### config.mk
export PLATFORM = sky130hd
export DESIGN_NAME = decimal_input_unit
export DESIGN_NICKNAME = d
export VERILOG_FILES = /design/src/rtl/decimal_input_unit.sv
export SDC_FILE = /design/constraint.sdc
export NUM_CORES = 1
export LEC_CHECK = 0
export ABC_AREA = 1
export CAP_MARGIN = 5
export CORE_UTILIZATION = 58
export CTS_CLUSTER_SIZE = 14
export DETAILED_ROUTE_END_ITERATION = 8
export PLACE_DENSITY = 0.84
export SYNTH_ARGS = -nofsm -noshare
export SYNTH_HDL_FRONTEND = slang
export SYNTH_SLANG_ARGS = --single-unit
### constraint.sdc
create_clock -name clk -period 4.4 [get_ports clk]
set_input_delay 0.44 -clock clk [delete_from_list [all_inputs] [get_ports clk]]
set_output_delay 0.44 -clock clk [all_outputs]
set_load 0.02 [all_outputs]
### src/rtl/decimal_input_unit.sv
// decimal_input_unit: debounced switch/button decimal entry.
// Accumulates BCD digits into a 32-bit binary value and hands it to the
// processor on request.
module decimal_input_unit #(
    parameter int DEBOUNCE_CYCLES = 4,
    parameter int MAX_DIGITS      = 8
) (
    input  logic        clk,
    input  logic        reset,
    input  logic        req,
    input  logic [3:0]  sw_digit,
    input  logic        key_digit_n,
    input  logic        key_enter_n,
    input  logic        key_clear_n,
    output logic [31:0] data,
    output logic        valid,
    output logic [31:0] live,
    output logic [3:0]  ndigits,
    output logic        collecting
);

    localparam int              CW       = (DEBOUNCE_CYCLES > 1) ? $clog2(DEBOUNCE_CYCLES) : 1;
    localparam logic [CW-1:0]   CNT_LAST = CW'(DEBOUNCE_CYCLES - 1);
    localparam logic [3:0]      MAXD     = 4'(MAX_DIGITS);

    localparam int unsigned K_DIGIT = 0;
    localparam int unsigned K_ENTER = 1;
    localparam int unsigned K_CLEAR = 2;

    typedef enum logic [1:0] {
        S_IDLE,
        S_COLLECT,
        S_DONE
    } state_t;

    logic [2:0]    w_pin;
    logic [2:0]    r_sync1;
    logic [2:0]    r_sync2;
    logic [2:0]    r_db;
    logic [2:0]    r_db_q;
    logic [2:0]    r_ev;
    logic [CW-1:0] r_cnt [3];

    state_t        r_state;
    logic [31:0]   r_data;
    logic [31:0]   r_live;
    logic [3:0]    r_ndigits;
    logic          r_valid;
    logic          r_collecting;

    logic [31:0]   w_next_live;
    logic          w_digit_ok;

    assign w_pin = {key_clear_n, key_enter_n, key_digit_n};

    // Synchronize, debounce and turn each debounced 1->0 flip into a one-cycle press pulse
    always_ff @(posedge clk or negedge reset) begin
        if (!reset) begin
            r_sync1 <= '1;
            r_sync2 <= '1;
            r_db    <= '1;
            r_db_q  <= '1;
            r_ev    <= '0;
            for (int unsigned k = 0; k < 3; k++) begin
                r_cnt[k] <= '0;
            end
        end else begin
            r_sync1 <= w_pin;
            r_sync2 <= r_sync1;
            r_db_q  <= r_db;
            r_ev    <= r_db_q & ~r_db;
            for (int unsigned k = 0; k < 3; k++) begin
                if (r_sync2[k] != r_db[k]) begin
                    if (r_cnt[k] == CNT_LAST) begin
                        r_db[k]  <= r_sync2[k];
                        r_cnt[k] <= '0;
                    end else begin
                        r_cnt[k] <= r_cnt[k] + 1'b1;
                    end
                end else begin
                    r_cnt[k] <= '0;
                end
            end
        end
    end

    // live*10 + digit using shifts only
    assign w_next_live = {r_live[28:0], 3'b000} + {r_live[30:0], 1'b0} + {28'd0, sw_digit};
    assign w_digit_ok  = (sw_digit <= 4'd9) && (r_ndigits < MAXD);

    // Entry FSM: abort on req drop, then clear > enter > digit
    always_ff @(posedge clk or negedge reset) begin
        if (!reset) begin
            r_state      <= S_IDLE;
            r_data       <= '0;
            r_live       <= '0;
            r_ndigits    <= '0;
            r_valid      <= 1'b0;
            r_collecting <= 1'b0;
        end else begin
            case (r_state)
                S_IDLE: begin
                    if (req) begin
                        r_live       <= '0;
                        r_ndigits    <= '0;
                        r_collecting <= 1'b1;
                        r_state      <= S_COLLECT;
                    end
                end
                S_COLLECT: begin
                    if (!req) begin
                        r_collecting <= 1'b0;
                        r_state      <= S_IDLE;
                    end else if (r_ev[K_CLEAR]) begin
                        r_live    <= '0;
                        r_ndigits <= '0;
                    end else if (r_ev[K_ENTER]) begin
                        r_data       <= r_live;
                        r_valid      <= 1'b1;
                        r_collecting <= 1'b0;
                        r_state      <= S_DONE;
                    end else if (r_ev[K_DIGIT] && w_digit_ok) begin
                        r_live    <= w_next_live;
                        r_ndigits <= r_ndigits + 4'd1;
                    end
                end
                S_DONE: begin
                    if (!req) begin
                        r_valid <= 1'b0;
                        r_state <= S_IDLE;
                    end
                end
                default: begin
                    r_state      <= S_IDLE;
                    r_valid      <= 1'b0;
                    r_collecting <= 1'b0;
                end
            endcase
        end
    end

    assign data       = r_data;
    assign valid      = r_valid;
    assign live       = r_live;
    assign ndigits    = r_ndigits;
    assign collecting = r_collecting;

endmodule
### Word-level counts from Yosys, hierarchy flattened

Cells that the tools add are included.

| word-level totals | value |
|---|---|
| bits in registers | 93 |
| bits of input ports | 10 |
| output and inout port bits | 70 |
| logic and storage cells | 92 |

| cells by class | value |
|---|---|
| $add $sub $neg | 6 |
| order comparisons | 2 |
| eq/ne operators | 17 |
| muxes and demuxes | 34 |
| bitwise logic cells | 5 |
| reduce and logical (&&, ||, !) cells | 12 |

Operators by type and width:

| kind | number |
|---|---|
| $mux 32 | 5 |
| $pmux 32 s2 | 1 |
| $add 32x32->32 | 1 |
| $add 32x4->32 | 1 |
| $mux 2 | 11 |
| $mux 4 | 5 |
| $ne 3x3->1 const B | 4 |
| $reduce_and 4->1 | 3 |
| $ne 2x2->1 const B | 5 |
| $reduce_and 5->1 | 2 |
| $eq 2x2->1 const B | 4 |
| $mux 1 | 8 |
| $pmux 4 s2 | 1 |
| $add 2x1->2 const B | 3 |
| $pmux 1 s3 | 2 |
| $pmux 2 s3 | 1 |
| $reduce_and 2->1 | 3 |
| $add 4x1->4 const B | 1 |
| $le 4x4->1 const B | 1 |
| $lt 4x4->1 const B | 1 |
| $and 3x3->3 | 1 |
| $ne 1x1->1 | 3 |
| $not 1->1 | 3 |
| $not 3->3 | 1 |
| 4 further kinds | 5 |

### Longest topological paths before layout

Gate-level depths: netlist (run 1).

| depth | value |
|---|---|
| word-level depth | 8 |
| depth in mapped cells | 15 |
| mapped depth without buffers | 15 |

### Worst setup path after synthesis (run 1)

Ideal clock, no wire load.

| timing | value |
|---|---|
| path type | register to register |
| start | register r_live[0], in the netlist live[0] |
| end | register r_live[18], in the netlist live[18] |
| setup time | 126 ps |
| arrival | 2311 ps |
| data required time | 4274 ps |
| slack | 1963 ps |
| stages on the path, launching flop included | 13 |
| buffers on the path | 0 |
| period minus slack after synthesis | 2437 ps |
| path through | dfrtp_1 inv_1 fa_1 inv_1 fa_1 nand3_1 nand3_1 nand2_1 nand2_1 a21oi_1 nand2_1 nand2_1 o21ai_0 |

| on the way | value |
|---|---|
| longest elaborated chain between the ends | 7 |

Ends and longest elaborated chain:

| what | line | source |
|---|---|---|
| from (decl) | 46 | `logic [31:0] r_live;` |
| from (signal assigned) | 123 | `r_live <= w_next_live;` |
| $add 32x32->32 | 88 | `assign w_next_live = {r_live[28:0], 3'b000} + {r_live[30:0], 1'b0} + {28'd0, sw_digit};` |
| $add 32x4->32 | 88 |  |
| $mux 32 | 122 | `end else if (r_ev[K_DIGIT] && w_digit_ok) begin` |
| $mux 32 | 117 | `end else if (r_ev[K_ENTER]) begin` |
| $mux 32 | 114 | `end else if (r_ev[K_CLEAR]) begin` |
| $mux 32 | 111 | `if (!req) begin` |
| $pmux 32 s2 | 101 | `case (r_state)` |

No other way between the ends. The select of a mux whose other input is x is not followed.
A chain may end at the register's enable or synchronous reset.

### Worst setup path after layout (run 1)

| timing | value |
|---|---|
| start | input port sw_digit[3] |
| end | register r_live[18], in the netlist live[18] |

| on the way | value |
|---|---|
| longest elaborated chain between the ends | 6 |
| elaborated cells between the ends (all ways) | 11 |
| classes of those cells | 1 x add/sub; 1 x order compare; 1 x eq/ne; 5 x mux; 3 x reduce/logical |

Ends and longest elaborated chain:

| what | line | source |
|---|---|---|
| from (decl) | 11 | `input logic [3:0] sw_digit,` |
| $add 32x4->32 | 88 |  |
| $mux 32 | 122 |  |
| $mux 32 | 117 |  |
| $mux 32 | 114 |  |
| $mux 32 | 111 |  |
| $pmux 32 s2 | 101 |  |

Parallel ways exist; a longest one is shown, timed or not. The select of a mux whose other input is x is not followed.

==> out/qor.csv, run 1 <==
metric,value,unit
starting density of the core,0.604,
Die X,104,um
"Top FF cell, synth",dfrtp_1,
switching portion of total power,0.436,
Num CTS Buffers,9,
CTS Buffer Depth,2,
via count,5491,
total grt overflow,0,
drc violations,0,
Required @ worst endpoint,4.66,ns
"Hold Vio Cnt, Final",0,
gr usage total,0.298,
R2R Setup Slk,1.74,ns
CTS Hold Bufs,0,
Setup CP Type,input pin to register,
H-tree depth,3,
post-synthesis cell count,819,
Routed WL,15.3,mm
synthesized area,0.00599,mm2
number of vias per cell,5.28,
DIE HEIGHT,104,um
antenna violations before repair,0,
slew margin rel.,0.457,
Site Rows,36,
port bufs,79,
CTS Sinks,93,
path depth of the worst reg2reg path,12,
Internal Power,2120,uW
Pleak,0.00398,uW
fmax,358,MHz
startpoint of the worst register-to-register path,live[2]$_DFFE_PN0P_,
CP arrival,3.06,ns
part of the power in combinational logic,0.483,
Synth Warn #,0,
drt wl/cell,14.7,um
pin count of the biggest net entering global routing,53,
number of antenna diodes,0,
setup bufs post-CTS,0,
first-pass GRT wire length,25.5,mm
Filler cells,806,
fraction of layout cells with a size suffix above 1,0.0486,
number of synthesized register bits,93,
Skew-Pair Late Insertion Delay,0.38,ns
Min-Delay Path Class,input pin to asynchronous set/reset pin,
Clock Pin Slew Worst Setup and Hold Paths,0.10,ns
Worst Tran Pin Value,0.811,ns
routability cong.,0.944,
die area,0.0107,mm2
Final Util,0.715,
Post-Layout Inst Area,0.00708,mm2
Final #Nets,975,
drt first pass iters,5,
DRT antenna net count,0,
number of max-cap violations,0,
Clock Skew,0.0125,ns
"Cell Area, Placed",0.00691,mm2
TritonCTS clock tree,done,
DP HPWL,11.8,mm
area of the core,0.00991,mm2
Root Driver,clkbuf_8,
count of different cell masters after synthesis,29,
NetSw,1640,uW
"Seq/Total Area, Yosys",0.391,
crit path capture type,register,
Post-synth ARST share,1.00,
Post-synth EDFFs,0,
fin. max-slew vios,0,
fin crit share,0.636,
Synth Area per Inst,7.31,um2
pwr/cell area,531,mW/mm2
Peak supply drop,0.332,mV
Flop pwr share,0.374,
Synth-to-Final Area Change,18.2,%
number of I/O pins,80,
initial DRC count,417,
CP Max Fanout,5,
Final Setup Violations,0,
outcome,"finished, final reports clean",
post_cts resized,0,
FF-to-FF End,live[18]$_DFFE_PN0P_,
CP Launch Type,input pin,
fin crit period,2.80,ns
total negative slack,0,ns
syn nets,893,
unrepaired setup endpoints after global routing,false,
vias in the first global route,5229,
clock share of power,0.142,
==> power groups by stage <==
stage	clock network, uW	logic [uW]	registers [uW]
2_1_floorplan	0	874	1600
3_3_place_gp	0	1740	1400
3_5_place_dp	0	1810	1420
4_1_cts	536	1810	1400
5_1_grt	576	1990	1440
6_report	535	1820	1410
==> placed cells by master (no fill, tap or decap) <==
master	n
ha_1	62
inv_6	2
nor2_8	1
inv_1	106
clkinv_1	1
o22ai_1	1
clkdlybuf4s50_1	78
dfrtp_1	81
inv_2	1
nand4_1	5
buf_4	4
nand3_1	45
and3_1	1
clkinvlp_4	2
o21ai_0	21
xnor2_1	13
mux2_2	3
dfstp_2	12
clkinv_2	1
nor3_2	1
clkbuf_8	9
nor2_2	1
a22o_1	3
xor2_1	2
nand2_1	345
a21oi_1	24
o21ai_2	6
o21bai_1	3
nor2_1	56
fa_1	2
nand2_2	1
a21o_1	1
clkbuf_1	2
nor3_1	6
and2_1	4
==> cell families after synthesis <==
group           Yosys count  synth area share
compound gates           59            0.0568
flops                    93             0.391
simple gates            466             0.311
buf+inv                 119            0.0771
fa+ha+maj                64             0.136
xor+xnor                 15            0.0219
mux                       3           0.00564
==> state kept, by name, indices dropped and copies added, names as in the netlist <==
signal,flops
valid,1
ndigits,4
r_sync1,3
r_db,3
r_sync2,3
r_state,2
data,32
live,32
collecting,1
r_cnt,6
r_db_q,3
r_ev,3
==> synthesized netlist by cell type (all sizes together), types with 3 or more instances <==
cell type	count	area share
nand2	346	0.22
o21bai	3	0.0038
xnor2	13	0.019
a21oi	24	0.020
inv	107	0.067
nor3	7	0.0067
o21ai	27	0.026
dfrtp	81	0.34
a22o	3	0.0044
nor2	58	0.039
nand4	5	0.0052
clkbuf	9	0.0056
dfstp	12	0.053
mux2	3	0.0056
nand3	45	0.038
and2	4	0.0042
ha	62	0.13
==> metal layers <==
metal	wire length [um]	track usage
met5	0	0
met4	235	0.0766
met2	6980	0.481
met3	839	0.0453
met1	7210	0.420
==> layout make-up <==
type | count | area, um2 | share of cell area
clock buffers | 11 | 131 | 0.0186
inverters | 108 | 405 | 0.0573
clock inverters | 5 | 37.5 | 0.00530
well taps | 133 | 166 | 0.0235
repair buffers | 82 | 811 | 0.115
multi-input cells | 607 | 3190 | 0.450
flip-flops and latches | 93 | 2340 | 0.331
==> per-stage QoR <==
stage	hold slack (ns)	power [uW]	instances	setup WS, ns
after floorplan	0.144	2470	819	1.96
after global placement	0.346	3140	1023	1.31
after detailed placement	0.351	3220	1023	1.23
after CTS	0.0613	3750	1039	1.63
after global routing	0.0820	4000	1039	1.45
final	0.0429	3760	1039	1.60
==> worst max-delay path by stage <==
stage	slack [ns]	endpoint	startpoint	cells after the start
after floorplan	1.96	live[18]$_DFFE_PN0P_	live[0]$_DFFE_PN0P_	12
after global placement	1.31	live[18]$_DFFE_PN0P_	sw_digit[3]	13
after detailed placement	1.23	live[18]$_DFFE_PN0P_	sw_digit[3]	13
after CTS	1.63	live[18]$_DFFE_PN0P_	sw_digit[3]	13
after global routing	1.45	live[18]$_DFFE_PN0P_	sw_digit[3]	13
final	1.60	live[18]$_DFFE_PN0P_	sw_digit[3]	13
==> critical path, cell delays in order <==
cell and delay [ns]:
clkdlybuf4s50_1 0.48, inv_1 0.07, fa_1 0.53, inv_1 0.07
fa_1 0.51, nand3_1 0.12, nand3_1 0.22, nand2_1 0.13
nand2_1 0.11, a21oi_1 0.19, nand2_1 0.07, nand2_1 0.05
o21ai_0 0.08
No activity file was read; power rests on OpenSTA's default activity.
==> run 2, diff against run 1 <==
- CORE_UTILIZATION: 58 -> 56
- PLACE_DENSITY: 0.84 -> 0.81
- clock period: 4.4 -> 2.9 ns (I/O delays scaled with it)
==> out/qor.csv, run 2 (synthesis gave the netlist of run 1 again) <==
metric,value,unit,change
most used routing layer,met2,,
crit path capture type,register,,
CP arrival,2.87,ns,-0.19 ns
drt wl/cell,14.5,um,-1.1%
"Hold Vio Cnt, Final",0,,unchanged
unrepaired setup endpoints after global routing,false,,
CP most frequent cell,nand2_1,,
gr usage total,0.291,,-0.00743
crit-path cells,inv_1 > fa_1 > inv_1 > fa_1 > nand3_1 > nand3_1 > nand2_1 > nand2_1 > a21oi_1 > nand2_1 > nand2_1 > o21ai_0,,
pwr/cell area,809,mW/mm2,+52%
Worst Tran Pin Value,0.682,ns,-0.129 ns
antenna violations before repair,0,,unchanged
Die X,105,um,+1.7%
Num CTS Buffers,9,,unchanged
part of the power in combinational logic,0.480,,-0.003
DRT antenna net count,0,,unchanged
Clock Pin Slew Worst Setup and Hold Paths,0.11,ns,about the same
Slowest cell on crit path,fa_1,,
Final #Nets,982,,+0.72%
CTS Buffer Depth,2,,unchanged
fin. max-slew vios,0,,unchanged
drc violations,0,,unchanged
outcome,"finished, final reports clean",,
worst slack at placement,-0.0410,ns,-1.27 ns
slew margin rel.,0.545,,+0.0878
number of antenna diodes,0,,unchanged
drt first pass iters,5,,unchanged
port bufs,79,,unchanged
GR Util met1,0.404,,-0.0165
CP Max Fanout,5,,unchanged
CP Launch Type,register,,
fraction of layout cells with a size suffix above 1,0.0570,,+0.00839
number of I/O pins,80,,unchanged
starting density of the core,0.580,,-0.0242
TritonCTS clock tree,done,,
CP top delay family,adder cells,,
pin count of the biggest net entering global routing,57,,+7.5%
area of the core,0.0103,mm2,+4.2%
clock share of power,0.153,,+0.011
Filler cells,846,,+5.0%
CTS Sinks,93,,unchanged
Root Driver,clkbuf_8,,
area of the multi-input gates,0.00319,mm2,unchanged
met3 GRT Util,0.0365,,-0.00882
M2 GR Usage,0.477,,-0.00480
DIE HEIGHT,105,um,+1.7%
Required @ worst endpoint,3.16,ns,-1.50 ns
"commonest cells after routing, fill and taps aside","nand2_1, inv_1, dfrtp_1",,
initial DRC count,353,,-15%
delay of the slowest critical-path stage,0.50,ns,-0.03 ns
fin crit share,0.899,,
H-tree depth,3,,unchanged
number of max-cap violations,0,,unchanged
fmax,384,MHz,
Final Setup Violations,0,,unchanged
Setup CP Type,register to register,,
switching portion of total power,0.439,,+0.00282
Clock Skew,0.0198,ns,+0.00728 ns
die area,0.0111,mm2,+3.5%
Peak supply drop,0.428,mV,+29%
number of vias per cell,5.24,,-0.77%
total grt overflow,0,,unchanged
fin crit period,2.61,ns,
routability cong.,0.927,,-1.8%
Min-Delay Path Class,input pin to register,,
register area,0.00234,mm2,unchanged
Routed WL,15.2,mm,-0.20%
Internal Power,3260,uW,+54%
NetSw,2550,uW,+56%
vias in the first global route,5219,,-0.19%
Pleak,0.00404,uW,+1.5%
Site Rows,37,,+2.8%
"commonest non-fill, non-tap cell in the layout",nand2_1,,
via count,5501,,+0.18%
Synth-to-Final Area Change,19.9,%,
power after layout,5810,uW,+55%
worst path bufs/invs,2,,-1
Final WS setup,0.294,ns,-1.31 ns
Skew-Pair Late Insertion Delay,0.38,ns,about the same
Flop pwr share,0.367,,-0.007
DP HPWL,11.9,mm,+1.3%
first-pass GRT wire length,25.4,mm,-0.62%
-- run 2: per-stage QoR --
| step | cells | util | hold WS (ns) | instance area (um2) | TNS, ns |
|---|---|---|---|---|---|
| finish | 1049 | 0.696 | 0.309 | 7180 | 0 |
| CTS | 1049 | 0.696 | 0.302 | 7180 | 0 |
| detailed placement | 1032 | 0.675 | 0.347 | 6970 | -0.0954 |
| global route | 1049 | 0.696 | 0.311 | 7180 | 0 |
| floorplan | 819 | - | -0.00559 | 5990 | 0 |
| global placement | 1032 | 0.675 | 0.346 | 6970 | 0 |
-- run 2: area by class of cell --
type	count	area share
multi-input cells	607	0.444
flip-flops and latches	93	0.326
repair buffers	89	0.122
inverters	108	0.0564
well taps	136	0.0237
clock buffers	9	0.0172
clock inverters	7	0.0105
-- run 2: power groups by stage --
stage	sequential [uW]	combinational (uW)	clock (uW)
2_1_floorplan	2420	1330	0
3_3_place_gp	2130	2670	0
3_5_place_dp	2150	2770	0
4_1_cts	2130	2790	908
5_1_grt	2190	3070	950
6_report	2130	2790	888
-- run 2: per-layer routing --
metal | wire length [um] | vias to the layer above | part of all wire
met1 | 7160 | 2589 | 0.47
met3 | 800 | 16 | 0.053
met5 | 0 | - | 0
met2 | 7080 | 168 | 0.46
li1 | - | 2728 | -
met4 | 205 | 0 | 0.013
-- run 2: final timing paths --
| path | from | slack, ns | cells past startpoint | endpoint |
|---|---|---|---|---|
| max reg2reg | live[2]$_DFFE_PN0P_ | 0.29 | 12 | live[18]$_DFFE_PN0P_ |
| min | key_clear_n | 0.31 | 1 | r_sync1[2]$_DFF_PN1_ |
| max | live[2]$_DFFE_PN0P_ | 0.29 | 12 | live[18]$_DFFE_PN0P_ |
| min in group asynchronous | reset | 0.48 | 2 | r_cnt[4]$_DFF_PN0_ |
| max in group asynchronous | reset | 1.64 | 3 | data[30]$_DFFE_PN0P_ |
| min reg2reg | r_sync1[0]$_DFF_PN1_ | 0.36 | 0 | r_sync2[0]$_DFF_PN1_ |
-- run 2: repair_timing --
action	CTS	global route
resized for setup	0	0
buffers inserted	0	0
hold buffers	1	0
endpoints found under the hold margin	42	0
